==> src/rtl/md5_pkg.sv <==
// Shared constants and FSM encodings for the MD5 message buffer.
package md5_pkg;

    localparam int unsigned BLOCK_BYTES = 64;
    localparam logic [5:0]  LEN_POS     = 6'd56;
    localparam logic [7:0]  PAD_BYTE    = 8'h80;
    localparam int unsigned ADDR_W      = 4;
    localparam int unsigned WORD_W      = 32;

    localparam logic [2:0] StFill  = 3'd0;
    localparam logic [2:0] StPad80 = 3'd1;
    localparam logic [2:0] StZero  = 3'd2;
    localparam logic [2:0] StLen   = 3'd3;
    localparam logic [2:0] StFull  = 3'd4;

endpackage

==> src/rtl/md5_msg_buffer_if.sv <==
// Byte-stream input, block handshake and word read port of the MD5 message buffer.
interface md5_msg_buffer_if;
    import md5_pkg::*;

    logic              in_valid;
    logic              in_ready;
    logic [7:0]        in_data;
    logic              in_last;
    logic              blk_valid;
    logic              blk_final;
    logic              blk_done;
    logic              read_en;
    logic [ADDR_W-1:0] address;
    logic [WORD_W-1:0] result;

    modport master (
        output in_valid, in_data, in_last, blk_done, read_en, address,
        input  in_ready, blk_valid, blk_final, result
    );

    modport slave (
        input  in_valid, in_data, in_last, blk_done, read_en, address,
        output in_ready, blk_valid, blk_final, result
    );

endinterface

==> src/rtl/md5_word_ram.sv <==
// 16x32 simple dual-port RAM: one write port, one registered read port.
module md5_word_ram #(
    parameter int unsigned WORDS = 16,
    parameter int unsigned WIDTH = 32,
    localparam int unsigned AW   = $clog2(WORDS)
) (
    input  logic             clk,
    input  logic             rst,
    input  logic             we,
    input  logic [AW-1:0]    waddr,
    input  logic [WIDTH-1:0] wdata,
    input  logic             read_en,
    input  logic [AW-1:0]    address,
    output logic [WIDTH-1:0] result
);

    logic [WIDTH-1:0] mem [WORDS];

    // Storage is deliberately not reset; only the read register is.
    always_ff @(posedge clk) begin
        if (we) begin
            mem[waddr] <= wdata;
        end
    end

    always_ff @(posedge clk) begin
        if (rst) begin
            result <= '0;
        end else if (read_en) begin
            result <= mem[address];
        end
    end

endmodule

==> src/rtl/md5_msg_buffer.sv <==
// Packs a byte stream little-endian into 512-bit MD5 blocks, adding 0x80/zero/length padding.
module md5_msg_buffer
    import md5_pkg::*;
#(
    parameter int unsigned WORDS = 16,
    parameter int unsigned WIDTH = 32,
    parameter int unsigned LEN_W = 64
) (
    input logic             clk,
    input logic             rst,
    md5_msg_buffer_if.slave bus
);

    logic [2:0]       state_q, state_d;
    logic [5:0]       pos_q, pos_d;
    logic [WIDTH-1:0] word_q, word_d;
    logic [LEN_W-1:0] len_q, len_d;
    logic             len_pend_q, len_pend_d;
    logic             pad_pend_q, pad_pend_d;
    logic             final_q, final_d;
    logic             byte_we;
    logic [7:0]       byte_val;
    logic             ram_we;
    logic             accept;

    assign bus.in_ready  = (state_q == StFill) && !rst;
    assign bus.blk_valid = (state_q == StFull) && !rst;
    assign bus.blk_final = final_q && !rst;
    assign accept        = bus.in_valid && bus.in_ready;
    assign ram_we        = byte_we && (pos_q[1:0] == 2'd3);

    always_comb begin
        state_d    = state_q;
        pos_d      = pos_q;
        word_d     = word_q;
        len_d      = len_q;
        len_pend_d = len_pend_q;
        pad_pend_d = pad_pend_q;
        final_d    = final_q;
        byte_we    = 1'b0;
        byte_val   = 8'h00;

        case (state_q)
            StFill: begin
                if (accept) begin
                    byte_we  = 1'b1;
                    byte_val = bus.in_data;
                    len_d    = len_q + LEN_W'(8);
                    // A last byte that fills the block defers the 0x80 to the next block.
                    if (bus.in_last && pos_q == 6'(BLOCK_BYTES - 1)) begin
                        state_d    = StFull;
                        pad_pend_d = 1'b1;
                    end else if (bus.in_last) begin
                        state_d = StPad80;
                    end else if (pos_q == 6'(BLOCK_BYTES - 1)) begin
                        state_d = StFull;
                    end
                end
            end
            StPad80: begin
                byte_we  = 1'b1;
                byte_val = PAD_BYTE;
            end
            StZero: begin
                byte_we = 1'b1;
            end
            StLen: begin
                byte_we  = 1'b1;
                byte_val = len_q[{pos_q[2:0], 3'b000} +: 8];
            end
            StFull: begin
                if (bus.blk_done) begin
                    final_d = 1'b0;
                    if (pad_pend_q) begin
                        state_d    = StPad80;
                        pad_pend_d = 1'b0;
                    end else if (len_pend_q) begin
                        state_d    = StZero;
                        len_pend_d = 1'b0;
                    end else begin
                        state_d = StFill;
                        if (final_q) begin
                            len_d = '0;
                        end
                    end
                end
            end
            default: state_d = StFill;
        endcase

        if (byte_we) begin
            word_d[{pos_q[1:0], 3'b000} +: 8] = byte_val;
            pos_d = pos_q + 6'd1;
            if (state_q == StLen) begin
                if (pos_q == 6'(BLOCK_BYTES - 1)) begin
                    state_d = StFull;
                    final_d = 1'b1;
                end
            end else if (state_q != StFill) begin
                // Padding steps on the position after this write.
                if (pos_d == LEN_POS) begin
                    state_d = StLen;
                end else if (pos_d == 6'd0) begin
                    state_d    = StFull;
                    len_pend_d = 1'b1;
                end else begin
                    state_d = StZero;
                end
            end
        end
    end

    always_ff @(posedge clk) begin
        if (rst) begin
            state_q    <= StFill;
            pos_q      <= '0;
            word_q     <= '0;
            len_q      <= '0;
            len_pend_q <= 1'b0;
            pad_pend_q <= 1'b0;
            final_q    <= 1'b0;
        end else begin
            state_q    <= state_d;
            pos_q      <= pos_d;
            word_q     <= word_d;
            len_q      <= len_d;
            len_pend_q <= len_pend_d;
            pad_pend_q <= pad_pend_d;
            final_q    <= final_d;
        end
    end

    md5_word_ram #(
        .WORDS (WORDS),
        .WIDTH (WIDTH)
    ) u_ram (
        .clk     (clk),
        .rst     (rst),
        .we      (ram_we),
        .waddr   (pos_q[5:2]),
        .wdata   (word_d),
        .read_en (bus.read_en),
        .address (bus.address),
        .result  (bus.result)
    );

endmodule

==> src/flat_wrapper.sv <==
// flat-port wrapper written by rule: the top's interface ports become plain ports
module md5_msg_buffer_flat import md5_pkg::*;
#(
    parameter int unsigned WORDS = 16,
    parameter int unsigned WIDTH = 32,
    parameter int unsigned LEN_W = 64
)
  (clk, rst, bus_in_valid, bus_in_data, bus_in_last, bus_blk_done, bus_read_en, bus_address, bus_in_ready, bus_blk_valid, bus_blk_final, bus_result);
  md5_msg_buffer_if bus_i ();
  input logic clk;
  input logic rst;
  input wire logic [$bits(bus_i.in_valid)-1:0] bus_in_valid;
  input wire logic [$bits(bus_i.in_data)-1:0] bus_in_data;
  input wire logic [$bits(bus_i.in_last)-1:0] bus_in_last;
  input wire logic [$bits(bus_i.blk_done)-1:0] bus_blk_done;
  input wire logic [$bits(bus_i.read_en)-1:0] bus_read_en;
  input wire logic [$bits(bus_i.address)-1:0] bus_address;
  output wire logic [$bits(bus_i.in_ready)-1:0] bus_in_ready;
  output wire logic [$bits(bus_i.blk_valid)-1:0] bus_blk_valid;
  output wire logic [$bits(bus_i.blk_final)-1:0] bus_blk_final;
  output wire logic [$bits(bus_i.result)-1:0] bus_result;
  assign bus_i.in_valid = bus_in_valid;
  assign bus_i.in_data = bus_in_data;
  assign bus_i.in_last = bus_in_last;
  assign bus_i.blk_done = bus_blk_done;
  assign bus_i.read_en = bus_read_en;
  assign bus_i.address = bus_address;
  assign bus_in_ready = bus_i.in_ready;
  assign bus_blk_valid = bus_i.blk_valid;
  assign bus_blk_final = bus_i.blk_final;
  assign bus_result = bus_i.result;
  md5_msg_buffer #(.WORDS(WORDS), .WIDTH(WIDTH), .LEN_W(LEN_W)) u_core (.clk(clk), .rst(rst), .bus(bus_i));
endmodule
==> config.mk <==
export PLATFORM = sky130hd
export DESIGN_NAME = md5_msg_buffer_flat
export DESIGN_NICKNAME = d
export VERILOG_FILES = /design/src/rtl/md5_pkg.sv /design/src/rtl/md5_msg_buffer_if.sv /design/src/rtl/md5_word_ram.sv /design/src/rtl/md5_msg_buffer.sv /design/src/flat_wrapper.sv
export SDC_FILE = /design/constraint.sdc
export NUM_CORES = 1
export LEC_CHECK = 0
export CAP_MARGIN = 20
export CORE_ASPECT_RATIO = 0.5
export CORE_MARGIN = 2
export CORE_UTILIZATION = 50
export DETAILED_ROUTE_END_ITERATION = 8
export DONT_BUFFER_PORTS = 1
export MAX_ROUTING_LAYER = met4
export PLACE_DENSITY = 0.76
export SYNTH_ARGS = -nofsm -noshare
export SYNTH_HDL_FRONTEND = slang
export SYNTH_HIERARCHICAL = 1
export SYNTH_SLANG_ARGS = --single-unit
export TNS_END_PERCENT = 1
==> constraint.sdc <==
create_clock -name clk -period 13.3 [get_ports clk]
set_input_delay 3.99 -clock clk [delete_from_list [all_inputs] [get_ports clk]]
set_output_delay 3.99 -clock clk [all_outputs]
set_load 0.01 [all_outputs]
# [Word-level counts from Yosys, hierarchy flattened]
# Memories as Yosys holds them, arrays and structs flattened. A register that Yosys moved wholly into a read port is not among the register bits.
# Index checks and enable logic that the tools add are counted.
# W data, S select, Z words.
[totals] register_bits=108 latch_bits=0 ram_bits=512 rom_bits=0 out_inout_bits=35 n_memories=1
[mem_list] name="u_core.u_ram.mem" depth=16 word_bits=32 rd=1 rd_clocked_by_memory_dff=1 wr=1 line="md5_word_ram.sv:17" rtl="logic [WIDTH-1:0] mem [WORDS];"
[op_classes] n_addsub=3 multipliers=0 div_mod_pow=0 magnitude_cmp=0 eq_ne=13 shifts=3 mux=45 bitwise_logic=0 reduce_logical=14
[ops] operator="$mux W64" n=5
[ops] operator="$pmux W64 S2" n=1
[ops] operator="$add A64 B4 Y64 const B" n=1
[ops] operator="$shiftx A64 B7 Y8" n=1
[ops] operator="$mux W3" n=12
[ops] operator="$bwmux W32" n=1
[ops] operator="$mux W32" n=1
[ops] operator="$shift A8 B7 Y32 const A" n=1
[ops] operator="$shiftx A8 B7 Y32" n=1
[ops] operator="$pmux W8 S3" n=1
[ops] operator="$mux W1" n=19
[ops] operator="$eq A6 B6 Y1 const B" n=2
[ops] operator="$pmux W3 S3" n=1
[ops] operator="$mux W8" n=1
[ops] operator="$ne A2 B2 Y1 const B" n=4
[ops] operator="$neg A5 Y7" n=1
[ops] operator="$add A6 B1 Y6 const B" n=1
[ops] operator="$eq A3 B2 Y1 const B" n=2
[ops] operator="$logic_and A1 B1 Y1" n=6
[ops] operator="$logic_not A6 Y1" n=1
[ops] operator="$reduce_and A6 Y1" n=1
[ops] operator="$ne A2 B1 Y1 const B" n=2
[ops] operator="$pmux W1 S2" n=2
[ops] operator="$reduce_and A4 Y1" n=1
[ops] operator="9 further kinds" n=9

# [Logic depth before layout (Yosys ltp)]
# Gate-level depths: netlist of the first run.
[logic_depth] depth_word=9 mapped_depth=10 ltp_nobuf=6

# [Modules after synthesis]
# The synthesis of the first run kept the hierarchy.
[modules_own_cells] module="md5_word_ram" n_inst=1 cells_per_inst=1216 area_per_inst_um2=20948.8 seq_area_each_um2=16015.4
[modules_own_cells] module="md5_msg_buffer" n_inst=1 cells_per_inst=689 area_per_inst_um2=5621.6 seq_area_each_um2=2102.0

# [Worst setup path before layout of the first run]
# Ideal clock, no wire load.
[synth_path] path_type="input to output" start="input rst" end="output bus_blk_valid" arrival_time_ns=4.641 setup_slack_ns=4.669 stages=3 path_buffers=2 cell_sequence="clkbuf_1 > clkbuf_1 > nor2_1"
[synth_via] elab_chain_len=2
[synth_rtl] element="start, declared" line="flat_wrapper.sv:11" rtl="input logic rst;"
[synth_rtl] element="$logic_not A1 Y1" line="md5_msg_buffer.sv:27" rtl="assign bus.blk_valid = (state_q == StFull) && !rst;"
[synth_rtl] element="$logic_and A1 B1 Y1" line="md5_msg_buffer.sv:27"
[synth_rtl] element="end, declared" line="flat_wrapper.sv:19" rtl="output wire logic [$bits(bus_i.blk_valid)-1:0] bus_blk_valid;"
# No other way between the ends.

# [Worst setup path after layout of the first run]
[layout_path] start="input rst" end="output bus_in_ready"
[layout_via] elab_chain_len=2
[layout_rtl] element="$logic_not A1 Y1" line="md5_msg_buffer.sv:26" rtl="assign bus.in_ready = (state_q == StFill) && !rst;"
[layout_rtl] element="$logic_and A1 B1 Y1" line="md5_msg_buffer.sv:26"
[layout_rtl] element="end, declared" line="flat_wrapper.sv:18" rtl="output wire logic [$bits(bus_i.in_ready)-1:0] bus_in_ready;"
# No other way between the ends.

==> flow_summary.json, run 1 <==
{
  "status": "finished clean",
  "cts_root_buf": "clkbuf_16",
  "portBuffers": 0,
  "tightestPinTransition_ps": 1220,
  "required_ps": 9310,
  "final-setup-viol-count": 0,
  "path_max_fanout": 55,
  "rsz0062_at_grt": "no",
  "cts_max_level": 2,
  "placementRows": 59,
  "worstPathCellList": "nor4_4",
  "syn_avg_cell_area_um2": 13.9,
  "grt_usage": 0.220,
  "die_w_um": 330,
  "power_leakage_nw": 9.50,
  "syn_area_um2": 26600,
  "fin_tns_setup_ps": 0,
  "clock_skew_ps": 37.4,
  "hpwl_um": 31200,
  "drt_iter0_drc": 1777,
  "min_to": "u_core/word_q[24]$_SDFF_PP0_",
  "yosys_warnings": 6,
  "die_area_um2": 55100,
  "ant_nets": 0,
  "path_class": "input port to primary output",
  "cts_buffers": 55,
  "drc": 0,
  "antenna_found_initial": 0,
  "overflow": 0,
  "rr_worst_depth": 5,
  "synth_fp_nets": 1930,
  "die_height_um": 167,
  "max_slew_margin": 0.175,
  "hold_depth": 2,
  "synthXorXnorAreaFrac": 0.00659,
  "path_buf_inv": 0,
  "ys_ff_latch": 649,
  "synthAdderAreaFrac": 0.00330,
  "synth_mux_area_frac": 0.107,
  "cts_tree": "built",
  "clock_path_buffers": 3,
  "wl_per_cell_um": 22.5,
  "r2r_end": "u_core/u_ram/mem[11][17]$_DFFE_PP_",
  "power_density_nw_per_um2": 145,
  "cp-end-kind": "primary output",
  "r2r-start": "u_core/pos_q[1]$_SDFFE_PP0P_",
  "synthesis.instances": 1905,
  "slowest_stage": "nor4_4",
  "via_count": 16000,
  "finalCritPeriodShare": 0.624,
  "ys_types": 66,
  "diodes": 0,
  "drive_gt1_frac": 0.0963,
  "hp-start": "u_core/word_q[24]$_SDFF_PP0_",
  "cts.sinks": 649,
  "grt_pass1_vias": 15200,
  "synth_compound_area_frac": 0.0775,
  "r2r_slack_ps": 9670,
  "final_common_cell": "edfxtp_1",
  "cp-start-kind": "input port",
  "io_pins": 53,
  "avgViaCountPerCell": 6.06,
  "ir_drop_v": 0.000120,
  "coreArea_um2": 52300,
  "final_cell_mix": "edfxtp_1 (512), mux2i_1 (257), nand2_1 (201), dfxtp_1 (137), a21oi_1 (128)",
  "syn2layout_area_growth_pct": 9.34,
  "cp_slowest_stage_delay_ps": 310,
  "hold_path_class": "flop to flop",
  "nets": 1909,
  "post-cts-setup-buffers": 0,
  "pre_cts_slack_ps": 5000,
  "cp_top_family": "simple AND/OR/NAND/NOR gates",
  "maxCapViolations": 0,
  "grt_max_degree": 257,
  "drt_first_pass_iters": 6,
  "fin_ws_ps": 5000,
  "start_util": 0.508,
  "arrival_ps": 4310,
  "slew_violations": 0,
  "hold-worst-slack_ps": 452,
  "ys_async_sr_fraction": 0,
  "grt_pass1_wl_um": 90200,
  "gp_congestion": 0.825,
  "synth-simple-area-share": 0.0951,
  "synth_top_family_by_area": "multiplexers",
  "ys_seq_area_frac": 0.682,
  "max_freq_mhz": 120,
  "insertion_delay_ps": 620,
  "synth_edf_count": 512,
  "min_period_ps": 8300,
  "ys.flop_type": "edfxtp_1",
  "drt_wl_total_um": 59300,
  "cts_resized": 0,
  "hold_viol": 0,
  "cts_hold_buf": 0,
  "path_clk_slew_ps": 60
}
## tightest hold or removal path, cell delays in order (launching register included)
cell,delay (ps)
dfxtp_1,300
nand2_1,60
a21oi_1,60
## synth_stat cells, types with 5 or more instances
| master | n | area [um^2] |
|---|---|---|
| nand4_1 | 13 | 81.3 |
| and3_1 | 7 | 43.8 |
| edfxtp_1 | 512 | 15400 |
| a21oi_1 | 128 | 641 |
| a211oi_1 | 9 | 67.6 |
| nand3_1 | 125 | 626 |
| xor2_1 | 9 | 78.8 |
| nor3_1 | 8 | 40.0 |
| buf_1 | 9 | 33.8 |
| nor2_1 | 44 | 165 |
| a22oi_1 | 65 | 488 |
| o21ai_0 | 38 | 190 |
| buf_2 | 23 | 115 |
| xnor2_1 | 11 | 96.3 |
| o22ai_1 | 5 | 31.3 |
| or4_1 | 17 | 128 |
| a21oi_2 | 10 | 87.6 |
| mux2_2 | 16 | 180 |
| o21a_1 | 6 | 45.0 |
| ha_1 | 7 | 87.6 |
| inv_1 | 11 | 41.3 |
| o2111ai_1 | 9 | 78.8 |
| dfxtp_1 | 137 | 2740 |
| nor4_1 | 6 | 37.5 |
| mux2i_1 | 257 | 2570 |
| nor2b_1 | 18 | 113 |
| and2_1 | 8 | 50.1 |
| o211ai_1 | 9 | 67.6 |
| buf_6 | 18 | 203 |
| clkbuf_1 | 38 | 143 |
| or3_1 | 28 | 175 |
| buf_12 | 5 | 100 |
| and4_1 | 8 | 70.1 |
| nand2_1 | 201 | 754 |
| buf_4 | 11 | 82.6 |
| a22o_1 | 8 | 70.1 |
| o31ai_1 | 15 | 113 |
## kinds of logic (layout without fill, tap and decap cells)
kind of cell	Yosys count	count (layout)
adders and majority gates	7	7
and+or+nand+nor	508	508
buffers and inverters	120	146
xor gates and xnor gates	20	20
AOI/OAI and AO/OA	324	324
muxes	277	277
DFF	649	649
## routing by layer
metal  up-vias  global-route usage  wire length (um)
met5         -                   -                 0
li1       7249                   -                 -
met4         0              0.0602              1460
met1      7999               0.300             25000
met3       107              0.0319              4550
met2       608               0.348             28400
## flip-flops by register name (all words and copies together) (netlist names)
| signal | count |
|---|---|
| u_core/u_ram/mem | 512 |
| u_core/len_q | 61 |
| u_core/u_ram/result | 32 |
| u_core/word_q | 32 |
| u_core/pos_q | 6 |
| u_core/state_q | 3 |
| u_core/final_q | 1 |
| u_core/len_pend_q | 1 |
| u_core/pad_pend_q | 1 |
## how the worst max path moves through the flow
stage                     startpoint  slack (ps)  depth (start not counted)       endpoint
after floorplan                  rst        4670                          3  bus_blk_valid
after global placement           rst        5020                          1   bus_in_ready
after detailed placement         rst        5000                          1   bus_in_ready
after CTS                        rst        4990                          1   bus_in_ready
after global routing             rst        4970                          1   bus_in_ready
final                            rst        5000                          1   bus_in_ready
## stage by stage
step | util | total power [mW] | cells | area [um^2]
2_1_floorplan | - | 2.50 | 1905 | 26600
3_3_place_gp | 0.519 | 2.54 | 2526 | 27100
3_5_place_dp | 0.519 | 2.55 | 2527 | 27100
4_1_cts | 0.555 | 4.21 | 2631 | 29000
5_1_grt | 0.556 | 4.32 | 2632 | 29100
6_report | 0.556 | 4.20 | 2632 | 29100
## report_power, final
| part | switching (mW) | leakage [nW] | internal [mW] |
|---|---|---|---|
| Combinational | 0.188 | 3.22 | 0.0936 |
| Sequential | 0.0347 | 5.34 | 2.20 |
| Clock | 0.730 | 0.932 | 0.959 |
| Total | 0.952 | 9.50 | 3.25 |
## final cells by class
| class | count | area [um^2] |
|---|---|---|
| Multi-Input combinational cell | 1136 | 7870 |
| Inverter | 12 | 45.0 |
| Sequential cell | 649 | 18100 |
| Fill cell | 4023 | 23200 |
| Clock buffer | 73 | 1510 |
| Clock inverter | 31 | 398 |
| Timing Repair Buffer | 30 | 238 |
| Tap cell | 701 | 877 |
Power figures use the tool's default switching activity.
==> inputs of run 2 (changes only) <==
==> constraint.sdc (replaced) <==
create_clock -name clk -period 8.55 [get_ports clk]
set_input_delay 2.565 -clock clk [delete_from_list [all_inputs] [get_ports clk]]
set_output_delay 2.565 -clock clk [all_outputs]
set_load 0.01 [all_outputs]
==> run 2 against run 1 <==
Non-clock buffer count grew 1. Flip-flop and latch count unchanged. Highest routed layer unchanged. Largest power group unchanged. Via count rose by 0.38%. Clock skew down 6.4 ps. First-iteration DRC count up 1.3%. Global-route usage grew 0.12 points.
==> flow_summary.json, run 2 (same netlist as run 1, synthesis figures left out) <==
{
  "antenna_found_initial": 1,
  "r2r_slack_ps": 4950,
  "via_count": 16000,
  "grt_usage": 0.221,
  "start_util": 0.508,
  "overflow": 0,
  "path_max_fanout": 55,
  "hold_viol": 0,
  "cts_max_level": 2,
  "wl_per_cell_um": 22.8,
  "power_density_nw_per_um2": 223,
  "clock_path_buffers": 3,
  "fin_tns_setup_ps": 0,
  "layoutNonFillerInstCount": 2635,
  "hold-worst-slack_ps": 464,
  "cp_top_family": "simple AND/OR/NAND/NOR gates",
  "syn2layout_area_growth_pct": 9.09,
  "cts_resized": 0,
  "cp-start-kind": "input port",
  "placed_area_um2": 27100,
  "drc": 0,
  "portBuffers": 0,
  "ir_drop_v": 0.000183,
  "hold_path_class": "flop to flop",
  "worstPathCellList": "nor4_4",
  "slowest_stage": "nor4_4",
  "drt_wl_total_um": 60200,
  "rsz0062_at_grt": "no",
  "grt_pass1_wl_um": 90700,
  "drive_gt1_frac": 0.0905,
  "cts_hold_buf": 0,
  "drt_first_pass_iters": 7,
  "insertion_delay_ps": 610,
  "max_slew_margin": 0.207,
  "crit_start": "rst",
  "die_w_um": 330,
  "reg_top3": "u_core/u_ram/mem x512, u_core/len_q x61",
  "hpwl_um": 32500,
  "nets": 1911,
  "max_freq_mhz": 184,
  "die_height_um": 167,
  "final_cell_mix": "edfxtp_1 (512), mux2i_1 (257), nand2_1 (201), dfxtp_1 (137), a21oi_1 (128)",
  "path_clk_slew_ps": 60,
  "clock_skew_ps": 30.9,
  "tightestPinTransition_ps": 1180,
  "gp_congestion": 0.831,
  "placementRows": 59,
  "placed_cells": 2526,
  "rr_worst_depth": 5,
  "required_ps": 5990,
  "final-setup-viol-count": 0,
  "grt_pass1_vias": 15400,
  "cp-end-kind": "primary output",
  "maxCapViolations": 0,
  "largest_reg_flops": 512,
  "regMostFlops": "u_core/u_ram/mem",
  "slew_violations": 0,
  "grt_max_degree": 257,
  "cp_slowest_stage_delay_ps": 300,
  "path_class": "input port to primary output",
  "finalCritPeriodShare": 0.636,
  "ant_nets": 0,
  "path_depth": 1,
  "min_period_ps": 5440,
  "power_leakage_nw": 9.46,
  "io_pins": 53,
  "fin_area_um2": 29000,
  "endpoint": "bus_in_ready",
  "die_area_um2": 55100,
  "r2r_end": "u_core/u_ram/mem[11][9]$_DFFE_PP_",
  "drt_iter0_drc": 1800,
  "path_buf_inv": 0,
  "avgViaCountPerCell": 6.08,
  "r2r-start": "u_core/pos_q[1]$_SDFFE_PP0P_",
  "cts_buffers": 56,
  "cts_tree": "built",
  "arrival_ps": 2880,
  "cts_root_buf": "clkbuf_16",
  "post-cts-setup-buffers": 0,
  "final_common_cell": "edfxtp_1",
  "cts.sinks": 649,
  "status": "finished clean",
  "coreArea_um2": 52300
}
-- run 2: changes by cell type in the layout (fill, tap and decap cells not counted), sizes merged --
cell	previous run	this run
clkinv	19	26
bufinv	8	6
clkbuf	73	71
clkinvlp	2	1
diode	0	1
-- run 2: routing by layer --
| metal | track usage | up-vias | wire, um | share of wire |
|---|---|---|---|---|
| li1 | - | 7251 | - | - |
| met1 | 0.304 | 7998 | 25500 | 0.42 |
| met2 | 0.347 | 680 | 28800 | 0.48 |
| met3 | 0.0326 | 95 | 4550 | 0.076 |
| met4 | 0.0588 | 0 | 1340 | 0.022 |
| met5 | - | - | 0 | 0 |
-- run 2: area by class of cell --
cell class / instances / area, um^2
inverters: 12 / 45.0
fillers: 4057 / 23300
flip-flops and latches: 649 / 18100
multi-input cells: 1136 / 7870
well taps: 701 / 877
clock buffers: 70 / 1460
diodes: 1 / 2.50
repair buffers: 31 / 253
clock inverters: 35 / 360
-- run 2: where the power goes --
group          internal (mW)  switching (mW)  total, mW  leakage [nW]
sequential              3.42          0.0545       3.47          5.34
combinational          0.150           0.301      0.451          3.23
clock                   1.40            1.12       2.53         0.883
-- run 2: worst min-delay path by stage --
stage	start	cells after the start	to	slack, ps
floorplan	u_core/word_q[12]$_SDFF_PP0_	2	u_core/word_q[12]$_SDFF_PP0_	440
global placement	u_core/word_q[1]$_SDFF_PP0_	2	u_core/word_q[1]$_SDFF_PP0_	440
detailed placement	u_core/word_q[29]$_SDFF_PP0_	2	u_core/word_q[29]$_SDFF_PP0_	450
CTS	u_core/word_q[2]$_SDFF_PP0_	2	u_core/word_q[2]$_SDFF_PP0_	460
global route	u_core/word_q[2]$_SDFF_PP0_	2	u_core/word_q[2]$_SDFF_PP0_	480
finish	u_core/word_q[16]$_SDFF_PP0_	2	u_core/word_q[16]$_SDFF_PP0_	460
-- run 2: stage by stage --
| step | power, mW | setup WS [ps] | utilization |
|---|---|---|---|
| 3_3_place_gp | 3.97 | 3120 | 0.519 |
| 6_report | 6.45 | 3110 | 0.555 |
| 2_1_floorplan | 3.88 | 1960 | - |
| 3_5_place_dp | 3.98 | 3100 | 0.519 |
| 5_1_grt | 6.65 | 3080 | 0.555 |
| 4_1_cts | 6.47 | 3100 | 0.554 |
